File: config.mk
export PLATFORM = sky130hd
export DESIGN_NAME = ysyx_210238_pipeline_ctrl
export DESIGN_NICKNAME = d
export VERILOG_FILES = /design/src/rtl/ysyx_210238_pkg.sv /design/src/rtl/ysyx_210238_hazard_detect.sv /design/src/rtl/ysyx_210238_pipeline_ctrl.sv
export SDC_FILE = /design/constraint.sdc
export NUM_CORES = 1
export LEC_CHECK = 0
export ABC_AREA = 1
export BUFFER_PORTS_ARGS = -buffer_cell sky130_fd_sc_hd__buf_2
export CORE_AREA = 2 2 101 103
export DETAILED_ROUTE_END_ITERATION = 7
export DIE_AREA = 0 0 103 105
export GPL_ROUTABILITY_DRIVEN = 0
export PLACE_DENSITY = 0.78
export SYNTH_ARGS = -nofsm -noshare
export SYNTH_HDL_FRONTEND = slang
export SYNTH_HIERARCHICAL = 1
export SYNTH_SLANG_ARGS = --single-unit
File: constraint.sdc
create_clock -name clk -period 1.4 [get_ports clk]
set_input_delay 0.07 -clock clk [delete_from_list [all_inputs] [get_ports clk]]
set_output_delay 0.07 -clock clk [all_outputs]
set_load 0.02 [all_outputs]
File: src/rtl/ysyx_210238_pkg.sv
// Shared defines for the ysyx_210238 pipeline control slice.
//   state_e : pipeline-control FSM states (RUN / DRAIN)
//   cause_e : stall/flush causes in the order they are ranked
//   pick_cause : returns the highest-ranked active cause
package ysyx_210238_pkg;

    // DRAIN: one stale fetch response is still owed by the fetch unit.
    typedef enum logic [0:0] {
        ST_RUN   = 1'b0,
        ST_DRAIN = 1'b1
    } state_e;

    // Lower numeric value = higher priority (CAUSE_NONE aside).
    typedef enum logic [2:0] {
        CAUSE_NONE       = 3'd0,
        CAUSE_TRAP       = 3'd1,
        CAUSE_MEM_BUSY   = 3'd2,
        CAUSE_EX_BUSY    = 3'd3,
        CAUSE_REDIRECT   = 3'd4,
        CAUSE_LOAD_USE   = 3'd5,
        CAUSE_FETCH_WAIT = 3'd6
    } cause_e;

    localparam int unsigned STALL_CNT_W = 32;

    function automatic cause_e pick_cause(
        input logic trap,
        input logic mem_busy,
        input logic ex_busy,
        input logic redirect,
        input logic load_use,
        input logic fetch_wait
    );
        cause_e c;
        if (trap)            c = CAUSE_TRAP;
        else if (mem_busy)   c = CAUSE_MEM_BUSY;
        else if (ex_busy)    c = CAUSE_EX_BUSY;
        else if (redirect)   c = CAUSE_REDIRECT;
        else if (load_use)   c = CAUSE_LOAD_USE;
        else if (fetch_wait) c = CAUSE_FETCH_WAIT;
        else                 c = CAUSE_NONE;
        return c;
    endfunction

endpackage

File: src/rtl/ysyx_210238_hazard_detect.sv
// Load-use hazard detection (purely combinational).
//   i_id_rs1/i_id_rs2       : ID-stage source register indices
//   i_id_rs1_en/i_id_rs2_en : source register use flags
//   i_ex_rd, i_ex_load      : EX-stage destination and load flag
//   o_load_use              : ID consumes the result of the load in EX
module ysyx_210238_hazard_detect (
    input  logic [4:0] i_id_rs1,
    input  logic [4:0] i_id_rs2,
    input  logic       i_id_rs1_en,
    input  logic       i_id_rs2_en,
    input  logic [4:0] i_ex_rd,
    input  logic       i_ex_load,
    output logic       o_load_use
);

    logic w_rs1_hit;
    logic w_rs2_hit;

    assign w_rs1_hit  = i_id_rs1_en && (i_id_rs1 == i_ex_rd);
    assign w_rs2_hit  = i_id_rs2_en && (i_id_rs2 == i_ex_rd);
    // x0 is never a real dependency.
    assign o_load_use = i_ex_load && (i_ex_rd != 5'd0) && (w_rs1_hit || w_rs2_hit);

endmodule

File: src/rtl/ysyx_210238_pipeline_ctrl.sv
// Pipeline hold/clear/redirect control for a 5-stage core.
//   clk, rst                 : clock, synchronous active-high reset
//   id_*, ex_rd, ex_load     : operands for load-use detection
//   ex_busy, mem_busy        : multi-cycle EX op / incomplete data access
//   if_busy, if_rsp_valid    : fetch outstanding / fetch response this cycle
//   ex_redirect, ex_target   : branch/jump redirect from EX
//   mem_trap, trap_vec       : trap from MEM and its vector
//   pc_hold/pc_load/pc_next  : PC control
//   <stage>_hold/<stage>_clear : pipeline register control
//   if_rsp_drop              : discard current fetch response
//   stall_cnt                : count of cycles with pc_hold=1 (wraps)
module ysyx_210238_pipeline_ctrl
    import ysyx_210238_pkg::*;
#(
    parameter int unsigned XLEN = 64
) (
    input  logic                   clk,
    input  logic                   rst,
    input  logic [4:0]             id_rs1,
    input  logic [4:0]             id_rs2,
    input  logic                   id_rs1_en,
    input  logic                   id_rs2_en,
    input  logic [4:0]             ex_rd,
    input  logic                   ex_load,
    input  logic                   ex_busy,
    input  logic                   mem_busy,
    input  logic                   if_busy,
    input  logic                   if_rsp_valid,
    input  logic                   ex_redirect,
    input  logic [XLEN-1:0]        ex_target,
    input  logic                   mem_trap,
    input  logic [XLEN-1:0]        trap_vec,
    output logic                   pc_hold,
    output logic                   pc_load,
    output logic [XLEN-1:0]        pc_next,
    output logic                   if_id_hold,
    output logic                   if_id_clear,
    output logic                   id_ex_hold,
    output logic                   id_ex_clear,
    output logic                   ex_mem_hold,
    output logic                   ex_mem_clear,
    output logic                   mem_wb_hold,
    output logic                   mem_wb_clear,
    output logic                   if_rsp_drop,
    output logic [STALL_CNT_W-1:0] stall_cnt
);

    state_e                 r_state;
    state_e                 w_next_state;
    logic [STALL_CNT_W-1:0] r_stall_cnt;
    logic                   w_load_use;
    logic                   w_trap;
    logic                   w_fetch_wait;
    logic                   w_flush;
    cause_e                 w_cause;

    ysyx_210238_hazard_detect u_hazard (
        .i_id_rs1    (id_rs1),
        .i_id_rs2    (id_rs2),
        .i_id_rs1_en (id_rs1_en),
        .i_id_rs2_en (id_rs2_en),
        .i_ex_rd     (ex_rd),
        .i_ex_load   (ex_load),
        .o_load_use  (w_load_use)
    );

    // A trap is only meaningful once the data access has completed.
    assign w_trap       = mem_trap && !mem_busy;
    assign w_fetch_wait = (if_busy && !if_rsp_valid) || (r_state == ST_DRAIN);
    assign w_cause      = pick_cause(w_trap, mem_busy, ex_busy, ex_redirect,
                                     w_load_use, w_fetch_wait);
    assign w_flush      = (w_cause == CAUSE_TRAP) || (w_cause == CAUSE_REDIRECT);

    always_comb begin
        pc_hold      = 1'b0;
        pc_load      = 1'b0;
        pc_next      = '0;
        if_id_hold   = 1'b0;
        if_id_clear  = 1'b0;
        id_ex_hold   = 1'b0;
        id_ex_clear  = 1'b0;
        ex_mem_hold  = 1'b0;
        ex_mem_clear = 1'b0;
        mem_wb_hold  = 1'b0;
        mem_wb_clear = 1'b0;
        if_rsp_drop  = 1'b0;
        w_next_state = r_state;

        if (rst) begin
            if_id_clear  = 1'b1;
            id_ex_clear  = 1'b1;
            ex_mem_clear = 1'b1;
            mem_wb_clear = 1'b1;
            w_next_state = ST_RUN;
        end else begin
            unique case (w_cause)
                CAUSE_TRAP: begin
                    pc_load      = 1'b1;
                    pc_next      = trap_vec;
                    if_id_clear  = 1'b1;
                    id_ex_clear  = 1'b1;
                    ex_mem_clear = 1'b1;
                end
                CAUSE_MEM_BUSY: begin
                    pc_hold      = 1'b1;
                    if_id_hold   = 1'b1;
                    id_ex_hold   = 1'b1;
                    ex_mem_hold  = 1'b1;
                    mem_wb_clear = 1'b1;
                end
                CAUSE_EX_BUSY: begin
                    pc_hold      = 1'b1;
                    if_id_hold   = 1'b1;
                    id_ex_hold   = 1'b1;
                    ex_mem_clear = 1'b1;
                end
                CAUSE_REDIRECT: begin
                    pc_load      = 1'b1;
                    pc_next      = ex_target;
                    if_id_clear  = 1'b1;
                    id_ex_clear  = 1'b1;
                end
                CAUSE_LOAD_USE: begin
                    pc_hold      = 1'b1;
                    if_id_hold   = 1'b1;
                    id_ex_clear  = 1'b1;
                end
                CAUSE_FETCH_WAIT: begin
                    pc_hold      = 1'b1;
                    if_id_clear  = 1'b1;
                end
                default: ;
            endcase

            // Fetch-response bookkeeping. A response arriving alongside a
            // flush is stale and dropped immediately; if it has not arrived
            // yet, DRAIN remembers to drop it later.
            if (r_state == ST_DRAIN) begin
                if_rsp_drop = if_rsp_valid;
                if (w_flush)
                    w_next_state = ST_DRAIN;
                else if (if_rsp_valid)
                    w_next_state = ST_RUN;
            end else if (w_flush) begin
                if_rsp_drop = if_rsp_valid;
                if (if_busy && !if_rsp_valid)
                    w_next_state = ST_DRAIN;
            end
        end
    end

    always_ff @(posedge clk) begin
        if (rst) begin
            r_state     <= ST_RUN;
            r_stall_cnt <= '0;
        end else begin
            r_state <= w_next_state;
            if (pc_hold)
                r_stall_cnt <= r_stall_cnt + 1'b1;
        end
    end

    assign stall_cnt = r_stall_cnt;

endmodule

==> Word-level counts from Yosys, hierarchy flattened <==
Cells that the tools add are included.
{ "word_totals": {"reg_bits": 33, "input_bits": 154, "out_inout_bits": 107, "elab_cells": 63} }
{ "classes": {"add_sub_neg": 1, "n_eq_ne": 8, "mux": 33, "reduce_logical": 19} }
{ "op_table": {"columns": ["op", "count"], "rows": [
  ["one-hot mux 64 bit (2 select lines)", 1],
  ["2-to-1 mux 64 bit", 1],
  ["adder 32 x 1 -> 32 bit (second input constant)", 1],
  ["2-to-1 mux 1 bit", 25],
  ["2-to-1 mux 3 bit", 6],
  ["== test 5 bit", 2],
  ["== test 3 bit (second input constant)", 3],
  ["OR reduction 3 bit", 3],
  ["== test 3 x 2 -> 1 bit (second input constant)", 2],
  ["logical AND 1 bit", 6],
  ["OR reduction 2 bit", 3],
  ["nonzero test 5 bit", 1],
  ["OR reduction 4 bit", 1],
  ["== test 3 x 1 -> 1 bit (second input constant)", 1],
  ["logical OR 1 bit", 3],
  ["zero test 1 bit", 2]
]} }

==> Longest topological paths before layout <==
{ "logic_depth": {"ltp_word": 14, "mapped_depth": 17, "mapped_depth_nobuf": 17} }

==> Cells and area by module <==
Netlist, hierarchy kept.
{ "modules_own_cells": {"columns": ["mod", "instances", "cells_per_inst", "area_each_um2", "seq_area_each_um2"], "rows": [
  ["ysyx_210238_pipeline_ctrl", 1, 567, 3041.7, 660.6],
  ["ysyx_210238_hazard_detect", 1, 55, 216.5, 0.0]
]} }

==> Worst setup path after synthesis <==
OpenSTA, ideal clock, no wires.
{ "synth_timing": {"path_kind": "register to register", "from": "register r_stall_cnt[0], in the netlist stall_cnt[0]", "to": "register r_stall_cnt[20], in the netlist stall_cnt[20]", "setup_ns": 0.115, "t_arrival_ns": 1.534, "t_required_ns": 1.285, "path_slack_ns": -0.250, "stages_incl_launch_ff": 9, "path_buffers": 0, "period_less_slack_ns": 1.650, "cell_sequence": "dfxtp_1 -> ha_1 -> nand2_1 -> nor2_1 -> nand4_1 -> nor3_1 -> nand3_1 -> nand2_1 -> nor2_1"} }
{ "synth_between": {"elab_chain_len": 1} }
{ "synth_lines": {"columns": ["item", "line_no", "source"], "rows": [
  ["start: declaration", "ysyx_210238_pipeline_ctrl.sv:50", "logic [STALL_CNT_W-1:0] r_stall_cnt;"],
  ["start signal: assignment", "ysyx_210238_pipeline_ctrl.sv:159", "r_stall_cnt <= r_stall_cnt + 1'b1;"],
  ["adder 32 x 1 -> 32 bit", "ysyx_210238_pipeline_ctrl.sv:159", null]
]} }
Every way passes these cells.
A chain may end at the register's enable or synchronous reset.

==> Worst setup path in the final report <==
{ "layout_timing": {"from": "input port ex_rd[3]", "to": "register r_stall_cnt[20], in the netlist stall_cnt[20]"} }
{ "layout_between": {"elab_chain_len": 13, "word_cells_on_any_way": 20, "cone_classes": "eq/ne (6); mux (7); reduce/logical (7)"} }
{ "layout_lines": {"columns": ["item", "line_no", "source"], "rows": [
  ["start: declaration", "ysyx_210238_pipeline_ctrl.sv:23", "input logic [4:0] ex_rd,"],
  ["== test 5 bit, on equally long branches", "ysyx_210238_hazard_detect.sv:19, ysyx_210238_hazard_detect.sv:20", null],
  ["logical AND 1 bit, on equally long branches", "ysyx_210238_hazard_detect.sv:19, ysyx_210238_hazard_detect.sv:20", null],
  ["logical OR 1 bit", "ysyx_210238_hazard_detect.sv:22", "assign o_load_use = i_ex_load && (i_ex_rd != 5'd0) && (w_rs1_hit || w_rs2_hit);"],
  ["logical AND 1 bit (*)", "ysyx_210238_hazard_detect.sv:22", null],
  ["net w_load_use", "ysyx_210238_pipeline_ctrl.sv:51", "logic w_load_use;"],
  ["2-to-1 mux 3 bit (*)", "ysyx_210238_pkg.sv:39", "else if (load_use) c = CAUSE_LOAD_USE;"],
  ["2-to-1 mux 3 bit (*)", "ysyx_210238_pkg.sv:38", "else if (redirect) c = CAUSE_REDIRECT;"],
  ["2-to-1 mux 3 bit (*)", "ysyx_210238_pkg.sv:37", "else if (ex_busy) c = CAUSE_EX_BUSY;"],
  ["2-to-1 mux 3 bit (*)", "ysyx_210238_pkg.sv:36", "else if (mem_busy) c = CAUSE_MEM_BUSY;"],
  ["2-to-1 mux 3 bit (*)", "ysyx_210238_pkg.sv:35", "if (trap) c = CAUSE_TRAP;"],
  ["== test 3 x 2 -> 1 bit or == test 3 bit (tied branches)", "ysyx_210238_pipeline_ctrl.sv:96", "unique case (w_cause)"],
  ["OR reduction 4 bit (no source line) (*)", null, null],
  ["2-to-1 mux 1 bit (*)", "ysyx_210238_pipeline_ctrl.sv:96", null],
  ["2-to-1 mux 1 bit (*)", "ysyx_210238_pipeline_ctrl.sv:89", "if (rst) begin"]
]} }
The timed path passes the listed nets; every way through them passes the cells marked *.

==> metrics.md <==
| Metric | Value |
|---|---|
| Share of synthesized cell area in full adder, half adder and majority cells | `less than 1%` |
| Number of endpoints with negative hold slack in the final report | `0` |
| Total nets after synthesis | `777` |
| Compound-cell area share of the yosys netlist | `roughly 16%` |
| Endpoint of the most critical register-to-register path | `stall_cnt[20]` |
| Critical path launch point type | `primary input` |
| Portion of netlist area occupied by mux cells | `0%` |
| Count of fill cells added during filler insertion | `~600` |
| Number of distinct standard cells referenced by the synthesized netlist | `27` |
| Wire length of the first global-routing pass | `about 27,000 µm` |
| Slack of the worst reg-to-reg path | `-0.45 ns` |
| Launch point of the worst reg-to-reg path | `r_state` |
| Total congestion overflow after global routing | `0` |
| Number of clock sinks | `33` |
| Lkg Pwr | `between 3 and 4 nW` |
| Simple-Gate Fraction of Synth Area | `50.8%` |
| Initial antenna violation count | `2` |
| CTS tree | `done` |
| Main combinational cell family by area after synthesis | `simple AND/OR/NAND/NOR gates` |
| Post-route ant nets | `0` |
| CTS Buf Count | `5` |
| Site Rows | `36` |
| Inst Count DP | `1,047` |
| Final Max Tran Viols | `0` |
| DRT iter0 DRCs | `403` |
| Post-synthesis async set-or-reset flop share | `0%` |
| Most frequent cell after synthesis | `sky130_fd_sc_hd__nand2_1` |
| Final Routed Wirelength | `between 15,000 and 20,000 µm` |
| Worst Hold Launch | `rst` |
| Fraction of the cycle the final worst path needs | `140%` |
| Pin count of the biggest net entering global routing | `between 40 and 50` |
| Tmin final | `between 1.5 and 2 ns` |
| Overall die width | `slightly above 100 µm` |
| Routed vias/inst | `~5.2` |
| Peak supply drop | `between 0.0003 and 0.0004 V` |
| Hold/Removal Path Class | `primary input to register` |
| Die Footprint | `around 11,000 µm²` |
| Overall routing resource usage | `about a third` |
| Worst EP arrival | `about 2.2 ns` |
| DRC violations left | `0` |
| Clock tree root buffer cell | `sky130_fd_sc_hd__clkbuf_8` |
| Number of endpoints failing setup at the final stage | `between 100 and 150` |
| Commonest cells in the netlist | `255 x sky130_fd_sc_hd__nand2_1, 93 x sky130_fd_sc_hd__a21oi_1, 77 x sky130_fd_sc_hd__nor2_1, 46 x sky130_fd_sc_hd__inv_1` |
| Hold bufs inserted after CTS | `0` |
| CP Data Required Time | `~1.6 ns` |
| XOR/XNOR share of the synthesized area | `less than 1%` |
| Fraction of synthesized cell area taken by the top area cell type | `between 20% and 30%` |
| Min-Delay Path Depth | `2` |
| Flop and latch count out of synthesis | `33` |
| Clock-pin slew on the worst setup and hold paths | `around 0.07 ns` |
| Most used DFF post-synth | `sky130_fd_sc_hd__dfxtp_1` |
| Post-synthesis instance area | `3260 µm²` |
| Portion of the post-synthesis area used by sequential elements | `about a fifth` |
| Clock Tree Buf Depth | `2` |
| Warning count from the yosys run | `6` |
| Starting Density | `33.8%` |
| Power per unit of standard cell area | `436 nW/µm²` |
| Worst-path fanout max | `9` |
| Critical Path Sink Type | `register` |
| Minimum setup slack in the final design | `-0.564 ns` |
| IO Port Bufs | `around 260` |
| Violated checks | `setup timing` |
| IO Pins | `around 260` |
| Status | `finished with violations` |
| CP Class | `primary input to register` |
| Multi-input combinational cell area | `around 3700 µm²` |
| Later-pin clock latency in the skew report | `0.30 ns` |
| Maxcap violations | `0` |
| Top cell type by total area after synthesis | `sky130_fd_sc_hd__nand2_1` |
| Synthesized area per cell | `roughly 5.2 µm²` |
| Gate count after technology mapping | `between 600 and 700` |
| Via count | `5,648` |
| NumNets Final | `1,104` |
| Largest cells by area after synthesis | `sky130_fd_sc_hd__nand2_1 29%, sky130_fd_sc_hd__dfxtp_1 20%, sky130_fd_sc_hd__a21oi_1 14%` |
| Slew margin rel. | `65.8%` |
| Number of detailed-route iterations in the first pass | `7` |
| Dpl ws | `-0.535 ns` |
| Area of the core region | `9640 µm²` |
| Post-detailed-placement half-perimeter wirelength | `between 10,000 and 15,000 µm` |
| Timing-limited maximum frequency | `around 500 MHz` |
| Worst Hold Path EP | `stall_cnt[1]` |
| H-tree Lvls | `2` |
| Post-route clock skew | `0.00661 ns` |
| Vert. Die Dim | `between 100 and 150 µm` |
| Path depth of the worst reg2reg path | `15` |
| Number of synthesized flops with an enable pin | `0` |
| Unrepaired setup endpoints after global routing | `yes` |
| Number of non-filler instances in the completed layout | `between 1k and 1.5k` |
| Share of post-route cells with drive strength above 1 | `around two thirds` |
| Slew at the pin closest to its max-slew limit | `between 0.5 and 0.6 ns` |
| Via count of the first global-routing pass | `approximately 5.6k` |
| Signed area change from the synthesized netlist to the final layout | `138%` |
| WL per Instance | `between 15 and 20 µm` |
| Area taken by flip-flops and latches | `683 µm²` |
==> power by group <==
group / total (W) / leakage, nW / switching [W] / internal (W)
combinational: 0.00167 / 3.17 / 0.000877 / 0.000789
sequential: 0.000961 / 0.274 / 0.0000124 / 0.000949
clock: 0.000750 / 0.0443 / 0.000360 / 0.000390
total: 0.00338 / 3.49 / 0.00125 / 0.00213
==> kinds of logic after synthesis <==
family                   count (synthesis)
XOR/XNOR                                 2
AND/OR/NAND/NOR                        401
flip-flops                              33
other                                    1
adder cells (fa/ha/maj)                  1
buffers and inverters                   84
AO/OA/AOI/OAI                          100
==> per-layer routing <==
metal / vias to the layer above / track usage [%] / routed length, µm
li1: 2630 / - / -
met1: 2575 / 34.9 / 6960
met2: 339 / 56.0 / 10100
met3: 102 / 7.89 / 1690
met4: 2 / 13.3 / 1110
met5: - / 0 / 11
==> cell usage in the layout, fill, tap and decap left out, drive strengths merged <==
| cell | netlist | routed |
|---|---|---|
| a21oi | 94 | 94 |
| buf | 13 | 346 |
| clkbuf | 17 | 10 |
| clkinv | 0 | 1 |
| conb | 1 | 1 |
| dfxtp | 33 | 33 |
| diode | 0 | 1 |
| ha | 1 | 1 |
| inv | 54 | 54 |
| nand2 | 265 | 265 |
| nand3 | 33 | 33 |
| nand3b | 3 | 3 |
| nand4 | 9 | 9 |
| nor2 | 81 | 81 |
| nor3 | 7 | 7 |
| nor4 | 3 | 3 |
| o211ai | 2 | 2 |
| o21ai | 4 | 4 |
| xor2 | 2 | 2 |
==> repair_timing <==
item,CTS,global route
gates cloned,8,5
buffers inserted,18,7
pin swaps,27,48
gates resized for setup,223,150
setup endpoints to repair,104,105
==> per-stage QoR <==
stage               instance area, µm²  total power, W  setup TNS [ns]  utilization, %  hold WS [ns]
detailed placement                5990         0.00205          -47.44            62.2         0.348
global placement                  5990         0.00204          -45.92            62.2         0.345
CTS                               7180         0.00319          -32.34            74.5        0.0477
finish                            7750         0.00338          -50.99            80.4        0.0363
global route                      7750         0.00351          -59.38            80.4        0.0406
floorplan                         4150         0.00158           -7.04               -         0.251
==> sequential cells by signal (all words and copies together), names as in the netlist <==
signal	flops
stall_cnt	32
r_state	1
==> worst max-delay path, cell delays in order <==
cell and delay (ns):
sky130_fd_sc_hd__buf_8 0.09, sky130_fd_sc_hd__inv_6 0.04, sky130_fd_sc_hd__nand2_1 0.07, sky130_fd_sc_hd__nand2_1 0.07, sky130_fd_sc_hd__nor2_1 0.13, sky130_fd_sc_hd__nand3_1 0.13
sky130_fd_sc_hd__a21oi_2 0.19, sky130_fd_sc_hd__nor2_2 0.07, sky130_fd_sc_hd__nand2_2 0.07, sky130_fd_sc_hd__nand2_2 0.07, sky130_fd_sc_hd__nand2_4 0.11, sky130_fd_sc_hd__buf_6 0.10
sky130_fd_sc_hd__buf_6 0.09, sky130_fd_sc_hd__inv_4 0.04, sky130_fd_sc_hd__nand2_4 0.09, sky130_fd_sc_hd__nand2_8 0.09, sky130_fd_sc_hd__buf_12 0.16, sky130_fd_sc_hd__buf_12 0.13
sky130_fd_sc_hd__buf_16 0.14, sky130_fd_sc_hd__a21oi_2 0.14, sky130_fd_sc_hd__nor2_1 0.07
==> cell type report <==
| type | instances | share of cell area (%) |
|---|---|---|
| multi-input cells | 505 | 47.4 |
| repair buffers | 349 | 37.2 |
| flip-flops and latches | 33 | 8.81 |
| inverters | 54 | 3.20 |
| well taps | 133 | 2.15 |
| clock buffers | 7 | 1.11 |
| repair inverters | 1 | 0.145 |
| diodes | 1 | 0.0323 |
==> how the worst max path moves through the flow <==
stage	cells after the start	from	endpoint
5_1_grt	18	id_rs2[2]	pc_next[28]
4_1_cts	17	ex_rd[4]	pc_next[59]
2_1_floorplan	15	ex_rd[0]	pc_next[11]
6_report	21	ex_rd[3]	stall_cnt[20]
3_5_place_dp	17	ex_rd[2]	pc_next[11]
3_3_place_gp	17	ex_rd[0]	pc_next[1]
No activity file was read; power rests on OpenSTA's default activity.
